--- src/rtl/fetch_pkg.sv ---
// Shared types and constants for the ROM instruction-fetch sequencer.
package fetch_pkg;

  localparam int FETCH_AW = 8;
  localparam int FETCH_DW = 16;

  localparam logic [15:0] HALT_WORD = 16'h0000;

  typedef enum logic [1:0] {
    IDLE  = 2'd0,
    FETCH = 2'd1,
    HALT  = 2'd2
  } fetch_state_t;

endpackage

--- src/rtl/fetch_pc_reg.sv ---
// Program counter: redirect load beats capture increment; otherwise holds.
// Single-cycle update, async reset to RESET_PC.
module fetch_pc_reg #(
  parameter int             AW       = 8,
  parameter logic [AW-1:0]  RESET_PC = '0
) (
  input  logic          clk,
  input  logic          rst,
  input  logic          load,
  input  logic [AW-1:0] load_val,
  input  logic          inc,
  output logic [AW-1:0] pc
);

  // Increment wraps naturally at the top of the address space.
  always_ff @(posedge clk or posedge rst) begin
    if (rst) begin
      pc <= RESET_PC;
    end else if (load) begin
      pc <= load_val;
    end else if (inc) begin
      pc <= pc + AW'(1);
    end
  end

endmodule

--- src/rtl/rom_fetch_ctrl.sv ---
// ROM fetch sequencer: one-entry instruction slot, first word valid one edge after entering FETCH,
// one word/cycle; slot holds under !instr_ready. FETCH_HALT_DETECT_EN enables halt on the all-zero word.
module rom_fetch_ctrl
  import fetch_pkg::*;
#(
  parameter int            AW       = FETCH_AW,
  parameter int            DW       = FETCH_DW,
  parameter logic [AW-1:0] RESET_PC = '0
) (
  input  logic          clk,
  input  logic          rst,
  input  logic          start,
  output logic [AW-1:0] rom_addr,
  input  logic [DW-1:0] rom_data,
  output logic [DW-1:0] instr,
  output logic [AW-1:0] instr_pc,
  output logic          instr_valid,
  input  logic          instr_ready,
  input  logic          redirect,
  input  logic [AW-1:0] redirect_pc,
  output logic          busy,
  output logic          halted
);

  fetch_state_t  state;
  fetch_state_t  state_nxt;
  logic [AW-1:0] pc;
  logic          slot_free;
  logic          halt_hit;
  logic          capture;

  assign slot_free = !instr_valid || instr_ready;

`ifdef FETCH_HALT_DETECT_EN
  assign halt_hit = (rom_data == DW'(HALT_WORD));
`else
  assign halt_hit = 1'b0;
`endif

  // Redirect always wins: no capture in the cycle the PC is being reloaded.
  assign capture = (state == FETCH) && !redirect && slot_free && !halt_hit;

  fetch_pc_reg #(
    .AW       (AW),
    .RESET_PC (RESET_PC)
  ) u_pc (
    .clk      (clk),
    .rst      (rst),
    .load     (redirect),
    .load_val (redirect_pc),
    .inc      (capture),
    .pc       (pc)
  );

  assign rom_addr = pc;

  always_comb begin
    state_nxt = state;
    case (state)
      IDLE:    if (start) state_nxt = FETCH;
      FETCH:   if (!redirect && slot_free && halt_hit) state_nxt = HALT;
      HALT:    if (redirect) state_nxt = FETCH;
      default: state_nxt = IDLE;
    endcase
  end

  always_ff @(posedge clk or posedge rst) begin
    if (rst) begin
      state <= IDLE;
    end else begin
      state <= state_nxt;
    end
  end

  always_ff @(posedge clk or posedge rst) begin
    if (rst) begin
      instr    <= '0;
      instr_pc <= '0;
    end else if (capture) begin
      instr    <= rom_data;
      instr_pc <= pc;
    end
  end

  // A handshake coinciding with redirect or halt is still consumed; the slot just empties.
  always_ff @(posedge clk or posedge rst) begin
    if (rst) begin
      instr_valid <= 1'b0;
    end else if (redirect) begin
      instr_valid <= 1'b0;
    end else if (capture) begin
      instr_valid <= 1'b1;
    end else if (instr_ready) begin
      instr_valid <= 1'b0;
    end
  end

  assign busy = (state == FETCH);

`ifdef FETCH_HALT_DETECT_EN
  assign halted = (state == HALT);
`else
  assign halted = 1'b0;
`endif

endmodule
--- config.mk ---
export PLATFORM = sky130hd
export DESIGN_NAME = rom_fetch_ctrl
export DESIGN_NICKNAME = d
export VERILOG_FILES = /design/src/rtl/fetch_pkg.sv /design/src/rtl/fetch_pc_reg.sv /design/src/rtl/rom_fetch_ctrl.sv
export SDC_FILE = /design/constraint.sdc
export NUM_CORES = 1
export LEC_CHECK = 0
export CAP_MARGIN = 10
export CORE_MARGIN = 2
export CORE_UTILIZATION = 44
export DETAILED_ROUTE_END_ITERATION = 10
export HOLD_SLACK_MARGIN = 0.15
export PLACE_DENSITY = 0.84
export SETUP_SLACK_MARGIN = 0.15
export SYNTH_ARGS = -nofsm -noshare
export SYNTH_HDL_FRONTEND = slang
export SYNTH_SLANG_ARGS = --single-unit
--- constraint.sdc ---
create_clock -name clk -period 3.4 [get_ports clk]
set_input_delay 0.68 -clock clk [delete_from_list [all_inputs] [get_ports clk]]
set_output_delay 0.68 -clock clk [all_outputs]
set_load 0.05 [all_outputs]
# After elaboration in Yosys (flattened, before gate mapping)
# Index checks and enable logic that the tools add are counted.
[op_classes] addsub=1 mul=0 div_mod_pow=0 order_cmp=0 n_eq_ne=4 shifts=0 muxes=8 n_bitwise=1 reduce_logical=9
[op_table] cell="$mux W8" n=2
[op_table] cell="$add A8 B1 Y8 const B" n=1
[op_table] cell="$pmux W2 S3" n=1
[op_table] cell="$mux W2" n=2
[op_table] cell="$ne A2 B2 Y1 const B" n=2
[op_table] cell="$mux W1" n=3
[op_table] cell="$reduce_and A3 Y1" n=1
[op_table] cell="$reduce_bool A3 Y1" n=1
[op_table] cell="$eq A2 B1 Y1 const B" n=1
[op_table] cell="$eq A2 B2 Y1 const B" n=1
[op_table] cell="$logic_and A1 B1 Y1" n=2
[op_table] cell="$logic_not A1 Y1" n=2
[op_table] cell="$logic_not A2 Y1" n=1
[op_table] cell="$reduce_bool A2 Y1" n=1
[op_table] cell="$logic_or A1 B1 Y1" n=1
[op_table] cell="$not A1 Y1" n=1
[word_totals] reg_bits=35 latch_bits=0 ram_bits=0 romBits=0 input_bits=29 output_inout_bits=35 elab_cells=28 n_memories=0

# Longest topological paths before layout
# Gate-level depths: netlist of the first run.
[depth] depth_word=5 ltp_mapped=5

# Hierarchy
# From an unflattened synthesis of the first run, not the netlist that was laid out.
[unflattened] cells_unflattened=110 area_unflattened_um2=1450.1
[modules_own_cells] mod="rom_fetch_ctrl" instances=1 cells_each=60 area_each_um2=1004.7 seq_area_each_um2=650.6
[modules_own_cells] mod="fetch_pc_reg" instances=1 cells_each=50 area_each_um2=445.4 seq_area_each_um2=200.2

# Worst setup path before layout of the first run
# Ideal clock, no wire load.
[synth_path] kind="input -> register" start="input port instr_ready" end="register instr_pc[0]" setup_time_ps=128 t_arrival_ps=1584 path_slack_ps=1688 stages=5 path_cell_list="nand2b_1 nand2_2 nor2_4 buf_6 mux2_1"
[synth_via] elab_chain_cells=2
[synth_lines] item="from (decl)" line_no="rom_fetch_ctrl.sv:18" source="input logic instr_ready,"
[synth_lines] item="$logic_or A1 B1 Y1" line_no="rom_fetch_ctrl.sv:32" source="assign slot_free = !instr_valid || instr_ready;"
[synth_lines] item="$logic_and A1 B1 Y1" line_no="rom_fetch_ctrl.sv:41" source="assign capture = (state == FETCH) && !redirect && slot_free && !halt_hit;"
[synth_lines] item="to (signal assigned)" line_no="rom_fetch_ctrl.sv:81" source="instr_pc <= pc;"
[synth_lines] item="to (decl)" line_no="rom_fetch_ctrl.sv:16" source="output logic [AW-1:0] instr_pc,"
# Every way passes these cells.
# A chain may end at the register's enable or synchronous reset.

# Worst setup path in the final report of the first run
[layout_path] start="register state[0]" end="output port busy"
[layout_via] elab_chain_cells=1
[layout_lines] item="from (decl)" line_no="rom_fetch_ctrl.sv:25" source="fetch_state_t state;"
[layout_lines] item="from (signal assigned)" line_no="rom_fetch_ctrl.sv:71" source="state <= state_nxt;"
[layout_lines] item="$eq A2 B1 Y1" line_no="rom_fetch_ctrl.sv:98" source="assign busy = (state == FETCH);"
[layout_lines] item="to (decl)" line_no="rom_fetch_ctrl.sv:21" source="output logic busy,"
# Every way passes these cells.

==> results.py, run 1 <==
metrics = {
    "run_status": {
        "status": "finished, final reports clean",
    },
    "detailed_routing": {
        "drt-wirelength-per-cell_um": 14.0,
        "drtIter0Drc": 21,
        "avgViaCountPerCell": 4.83,
        "routed_wl_um": 3110,
        "first_pass_iters": 4,
        "drc": 0,
        "vias": 1073,
        "ant_nets": 0,
    },
    "synthesis": {
        "synth_cells": 111,
        "synth_cell_types": 29,
        "yosys_warnings": 0,
        "yosys-top-cells-area": "dfrtp_1 59%, mux2_1 16%, mux2_2 3.1%",
        "synth-edff-count": 0,
        "synth_top_family_by_area": "multiplexers",
        "synth_top_cells_by_count": "34 x dfrtp_1, 20 x mux2_1, 10 x nand2_1",
        "synth-xor-area-share_pct": 3.62,
        "synth_compound_area_share_pct": 3.62,
        "synthAdderAreaFrac_pct": 0.863,
        "yosysMostFrequentCell": "dfrtp_1",
        "synth_simple_gate_area_share_pct": 10.4,
        "syn_nets": 141,
        "synth_flop_cell": "dfrtp_1",
        "netlist_area_um2": 1450,
        "ys_seq_area_share_pct": 58.7,
        "muxShareOfSynthArea_pct": 19.3,
        "syn_avg_cell_area_um2": 13.1,
        "async_reset_ff_share_pct": 100,
        "synth_top_area_share_pct": 58.7,
        "synth_top_area_cell": "dfrtp_1",
        "ys_ff_latch": 34,
    },
    "sta": {
        "rsz0062_at_grt": "false",
        "relSlewSlack_pct": 53.4,
        "finalCriticalPeriod_ps": 2390,
        "setup_violations": 0,
        "slew_violations": 0,
        "setup_tns_ps": 0,
        "setup_slack_ps": 1010,
        "finalCritPeriodShare_pct": 70.2,
        "worstMarginPinSlew_ps": 698,
        "skew_ps": 5.73,
        "fmax_mhz": 419,
        "hold_violations": 0,
    },
    "cts": {
        "cts_tree": "built",
        "cts.repair.resized": 0,
        "postCtsSetupRepairBufs": 0,
        "worstSkewPairLatency_ps": 330,
        "cts.sinks": 34,
        "htreeDepth": 2,
        "cts_root_buf": "clkbuf_4",
        "clkTransAtPathRegs_ps": 100,
        "cts_buffers": 5,
        "cts_hold_buf": 0,
        "clock_path_buffers": 2,
    },
    "global_route": {
        "grt_overflow_total": 0,
        "grtUsageTotal_pct": 18.3,
        "grt_pass1_vias": 1042,
        "grt_pass1_wl_um": 4840,
        "grt_max_degree": 25,
        "grt_busiest_layer": "met2",
        "use_met1_pct": 22.3,
        "grt_use_met3_pct": 5.67,
        "gr-usage-met2_pct": 30.2,
        "antenna_found_initial": 0,
    },
    "critical_path": {
        "critPathCaptureType": "output pin",
        "critPathTopFamily": "buffers and inverters",
        "cpPeakStageDelay_ps": 860,
        "path_depth": 1,
        "crit_path_end": "busy",
        "critPathKind": "reg -> out",
        "cp.arrival_ps": 1710,
        "path_buf_inv": 1,
        "crit_path_start_kind": "register",
        "regToRegEndpoint": "instr[13]",
        "r2r-start": "instr_valid",
        "rrSetupSlack_ps": 1650,
        "worst_ep_required_time_ps": 2720,
        "path_max_fanout": 8,
        "slowest_stage": "clkdlybuf4s50_1",
        "rr_worst_depth": 4,
        "cp_cell_sequence": "clkdlybuf4s50_1",
        "critical_path.startpoint": "state[0]",
    },
    "power_and_ir_drop": {
        "internal-power_w": 0.000731,
        "combPwrFrac_pct": 38.3,
        "leakagePower_nw": 0.892,
        "finalPower_w": 0.00119,
        "ir_drop_mv": 0.347,
        "swShare_pct": 38.7,
        "p_per_area_nw_per_um2": 550,
        "pwr-share-seq_pct": 42.2,
        "p_switching_w": 0.000461,
        "p_clk_share_pct": 19.5,
    },
    "floorplanning": {
        "fp.dieH_um": 61.4,
        "fp.coreArea_um2": 3100,
        "dieWidth_um": 61.4,
        "num_io_pins": 64,
        "initial_core_util_pct": 46.7,
        "die-area_um2": 3770,
        "num_rows": 20,
    },
    "job": {
        "drv_cap": 0,
    },
    "placed_design": {
        "io_buffer_count": 62,
        "place_area_um2": 2100,
        "place_congestion": 0.776,
        "hpwlAfterDp_um": 2450,
        "dp_slack_ps": 840,
    },
    "final_layout": {
        "postLayoutCellArea_um2": 2170,
        "drive_gt1_share_pct": 10.1,
        "register_area_um2": 851,
        "synthToLayoutAreaGrowth_pct": 49.4,
        "antenna_cells": 0,
        "multi_input_area_um2": 553,
        "final_util_pct": 69.8,
        "nNetsFinal": 207,
        "fill_cells": 256,
    },
    "hold_path": {
        "hold_class": "reg -> reg",
    },
}
## how the worst min path moves through the flow
| stage | start | endpoint | cells past startpoint |
|---|---|---|---|
| after floorplan | start | state[0] | 1 |
| after global placement | instr[9] | instr[9] | 1 |
| after detailed placement | instr[9] | instr[9] | 1 |
| after CTS | instr[9] | instr[9] | 1 |
| after global routing | instr[9] | instr[9] | 1 |
| final | instr[9] | instr[9] | 1 |
## cells by family (layout without fill, tap and decap cells)
logic type,Yosys count,count (layout)
and+or+nand+nor,28,28
muxes,25,25
AOI/OAI and AO/OA,9,9
xor gates and xnor gates,6,6
adders and majority gates,1,1
other,1,1
buffers and inverters,7,74
DFF,34,34
## worst register-to-register path: cells and delay by family (launching register included)
family | cells | cell delay, ps
flops | 1 | 420
mux | 1 | 420
simple gates | 3 | 800
## state kept, by name, summed over array words and instances, names as in the netlist
register     count
state            1
instr           16
instr_valid      1
instr_pc         8
u_pc.pc          8
## cells in the final DEF, fill, tap and decap left out, types with 2 or more instances in the layout
cell and instances:
buf_4 2, clkbuf_4 5, clkdlybuf4s50_1 62, dfrtp_1 34, inv_1 2, mux2_1 20
mux2_2 4, nand2_1 10, nand2b_1 2, nand3_1 2, nand4_1 2, nor2_1 3
nor3_1 2, o21ai_0 4, o21ai_1 3, o31a_1 2, xnor2_1 4, xor2_1 2
## metrics by stage
step,std cells,hold WS (ps)
finish,222,492
global route,222,509
CTS,222,498
detailed placement,214,474
global placement,214,467
floorplan,111,789
## routing by layer
layer	wire length, µm	share of wire, %	vias to the layer above
li1	-	-	513
met1	1240	40	523
met2	1660	53	33
met3	172	5.5	4
met4	37	1.2	0
met5	0	0	-
## layout make-up
| type | instances | area share, % |
|---|---|---|
| repair buffers | 64 | 29.3 |
| inverters | 2 | 0.347 |
| flip-flops and latches | 34 | 39.3 |
| clock buffers | 6 | 2.37 |
| clock inverters | 2 | 0.578 |
| multi-input cells | 70 | 25.5 |
| well taps | 44 | 2.54 |
## power by group through the flow
stage           logic, W  clock network (W)  registers (W)
6_report        0.000456           0.000232       0.000503
5_1_grt         0.000478           0.000260       0.000511
4_1_cts         0.000461           0.000240       0.000504
3_5_place_dp    0.000460                  0       0.000513
3_3_place_gp    0.000453                  0       0.000508
2_1_floorplan  0.0000870                  0       0.000710
Power figures use the tool's default switching activity.
==> inputs of run 2 (changes only) <==
CORE_UTILIZATION = 41   (was 44)
PLACE_DENSITY = 0.79   (was 0.84)
clock period = 2.5 ns   (was 3.4 ns; I/O delays follow)
==> results.py, run 2 (same netlist as run 1, synthesis figures left out) <==
metrics = {
    "placed_design": {
        "io_buffer_count": 62,
        "place_congestion": 0.835,
        "hpwlAfterDp_um": 2330,
    },
    "final_layout": {
        "fill_cells": 292,
        "layout_common_cells": "62 x clkdlybuf4s50_1, 34 x dfrtp_1, 20 x mux2_1",
        "largestRegisters": "instr (16), instr_pc (8), u_pc.pc (8)",
        "nNetsFinal": 208,
        "multi_input_area_um2": 553,
        "register_area_um2": 851,
        "synthToLayoutAreaGrowth_pct": 49.6,
        "largest_register": "instr",
        "largest_register_ffs": 16,
        "antenna_cells": 0,
        "final_common_cell": "clkdlybuf4s50_1",
        "drive_gt1_share_pct": 8.99,
    },
    "cts": {
        "cts_tree": "built",
        "cts.repair.resized": 0,
        "clkTransAtPathRegs_ps": 100,
        "worstSkewPairLatency_ps": 330,
        "cts_root_buf": "clkbuf_4",
        "postCtsSetupRepairBufs": 0,
        "cts_buffers": 5,
        "cts.sinks": 34,
        "htreeDepth": 2,
        "clock_path_buffers": 2,
        "cts_hold_buf": 0,
    },
    "power_and_ir_drop": {
        "p_clk_share_pct": 17.1,
        "combPwrFrac_pct": 39.6,
        "leakagePower_nw": 0.892,
        "p_switching_w": 0.000612,
        "ir_drop_mv": 0.331,
        "pwr-share-seq_pct": 43.2,
        "finalPower_w": 0.00158,
        "internal-power_w": 0.000970,
        "swShare_pct": 38.7,
        "p_per_area_nw_per_um2": 729,
    },
    "global_route": {
        "antenna_found_initial": 0,
        "grtUsageTotal_pct": 16.9,
        "grt_pass1_vias": 1174,
        "grt_overflow_total": 0,
        "grt_max_degree": 35,
        "grt_pass1_wl_um": 5330,
    },
    "detailed_routing": {
        "drc": 0,
        "drtIter0Drc": 30,
        "avgViaCountPerCell": 4.94,
        "vias": 1107,
        "drt-wirelength-per-cell_um": 14.0,
        "ant_nets": 0,
        "first_pass_iters": 4,
        "routed_wl_um": 3140,
    },
    "hold_path": {
        "hold_class": "reg -> reg",
        "hold_depth": 1,
    },
    "critical_path": {
        "slowest_stage": "clkdlybuf4s50_1",
        "critPathKind": "reg -> out",
        "critPathCaptureType": "output pin",
        "path_max_fanout": 8,
        "cp_cell_sequence": "clkdlybuf4s50_1",
        "cp.arrival_ps": 1710,
        "critPathTopFamily": "buffers and inverters",
        "cpPeakStageDelay_ps": 860,
        "path_depth": 1,
        "worst_ep_required_time_ps": 2000,
        "crit_path_start_kind": "register",
        "path_buf_inv": 1,
        "rr_worst_depth": 4,
    },
    "sta": {
        "hold_violations": 0,
        "finalCriticalPeriod_ps": 2210,
        "whs_ps": 487,
        "finalCritPeriodShare_pct": 88.5,
        "worstMarginPinSlew_ps": 520,
        "fmax_mhz": 452,
        "relSlewSlack_pct": 65.2,
        "skew_ps": 10.8,
        "setup_violations": 0,
        "rsz0062_at_grt": "false",
        "slew_violations": 0,
        "setup_tns_ps": 0,
    },
    "job": {
        "drv_cap": 0,
    },
    "floorplanning": {
        "num_io_pins": 64,
        "initial_core_util_pct": 43.1,
        "fp.coreArea_um2": 3360,
        "num_rows": 21,
        "die-area_um2": 4030,
        "fp.dieH_um": 63.5,
        "dieWidth_um": 63.5,
    },
    "run_status": {
        "status": "finished, final reports clean",
    },
}
run 2: changes by cell type in the layout (fill, tap and decap cells not counted):
cell,change
buf_12,+1
clkinv_2,-1
clkbuf_1,+2
clkbuf_8,-1
clkinvlp_4,-1
run 2: power groups by stage:
stage / clock network, W / logic (W) / registers [W]
after floorplan: 0 / 0.000118 / 0.000966
after global placement: 0 / 0.000622 / 0.000693
after detailed placement: 0 / 0.000631 / 0.000697
after CTS: 0.000281 / 0.000634 / 0.000686
after global routing: 0.000305 / 0.000657 / 0.000697
final: 0.000271 / 0.000627 / 0.000684
run 2: per-layer routing:
layer	wire [µm]	vias up	global-route usage, %
met3	319	7	7.32
met4	48	0	5.98
li1	-	517	-
met2	1490	52	27.2
met1	1280	531	20.2
met5	0	-	0
run 2: metrics by stage:
stage               instance area [µm²]  cells  utilization (%)  setup WS, ps
finish                             2170    224             64.5           289
global route                       2170    224             64.5           244
CTS                                2170    224             64.5           280
detailed placement                 2120    217             63.2           451
global placement                   2120    217             63.2           502
floorplan                          1450    111                -           836
run 2: worst paths after layout:
path / to / startpoint / slack, ps
worst max-delay path: busy / state[0] / 290
worst min-delay path: instr_pc[3] / instr_pc[3] / 490
worst max register to register: instr[1] / state[0] / 1060
worst min register to register: instr_pc[3] / instr_pc[3] / 490
max in group asynchronous: instr[2] / rst / 1620
min in group asynchronous: instr[5] / rst / 570
run 2: worst reg2reg max path, stage by stage (launching register included):
cell	delay, ps
dfrtp_1	520
nand2_2	150
nor2_4	120
buf_12	180
mux2_1	350
run 2: final cells by class:
cell class	count	area share, %
Timing Repair Buffer	65	30.2
Tap cell	46	2.65
Clock buffer	7	2.08
Multi-Input combinational cell	70	25.5
Inverter	2	0.346
Sequential cell	34	39.2
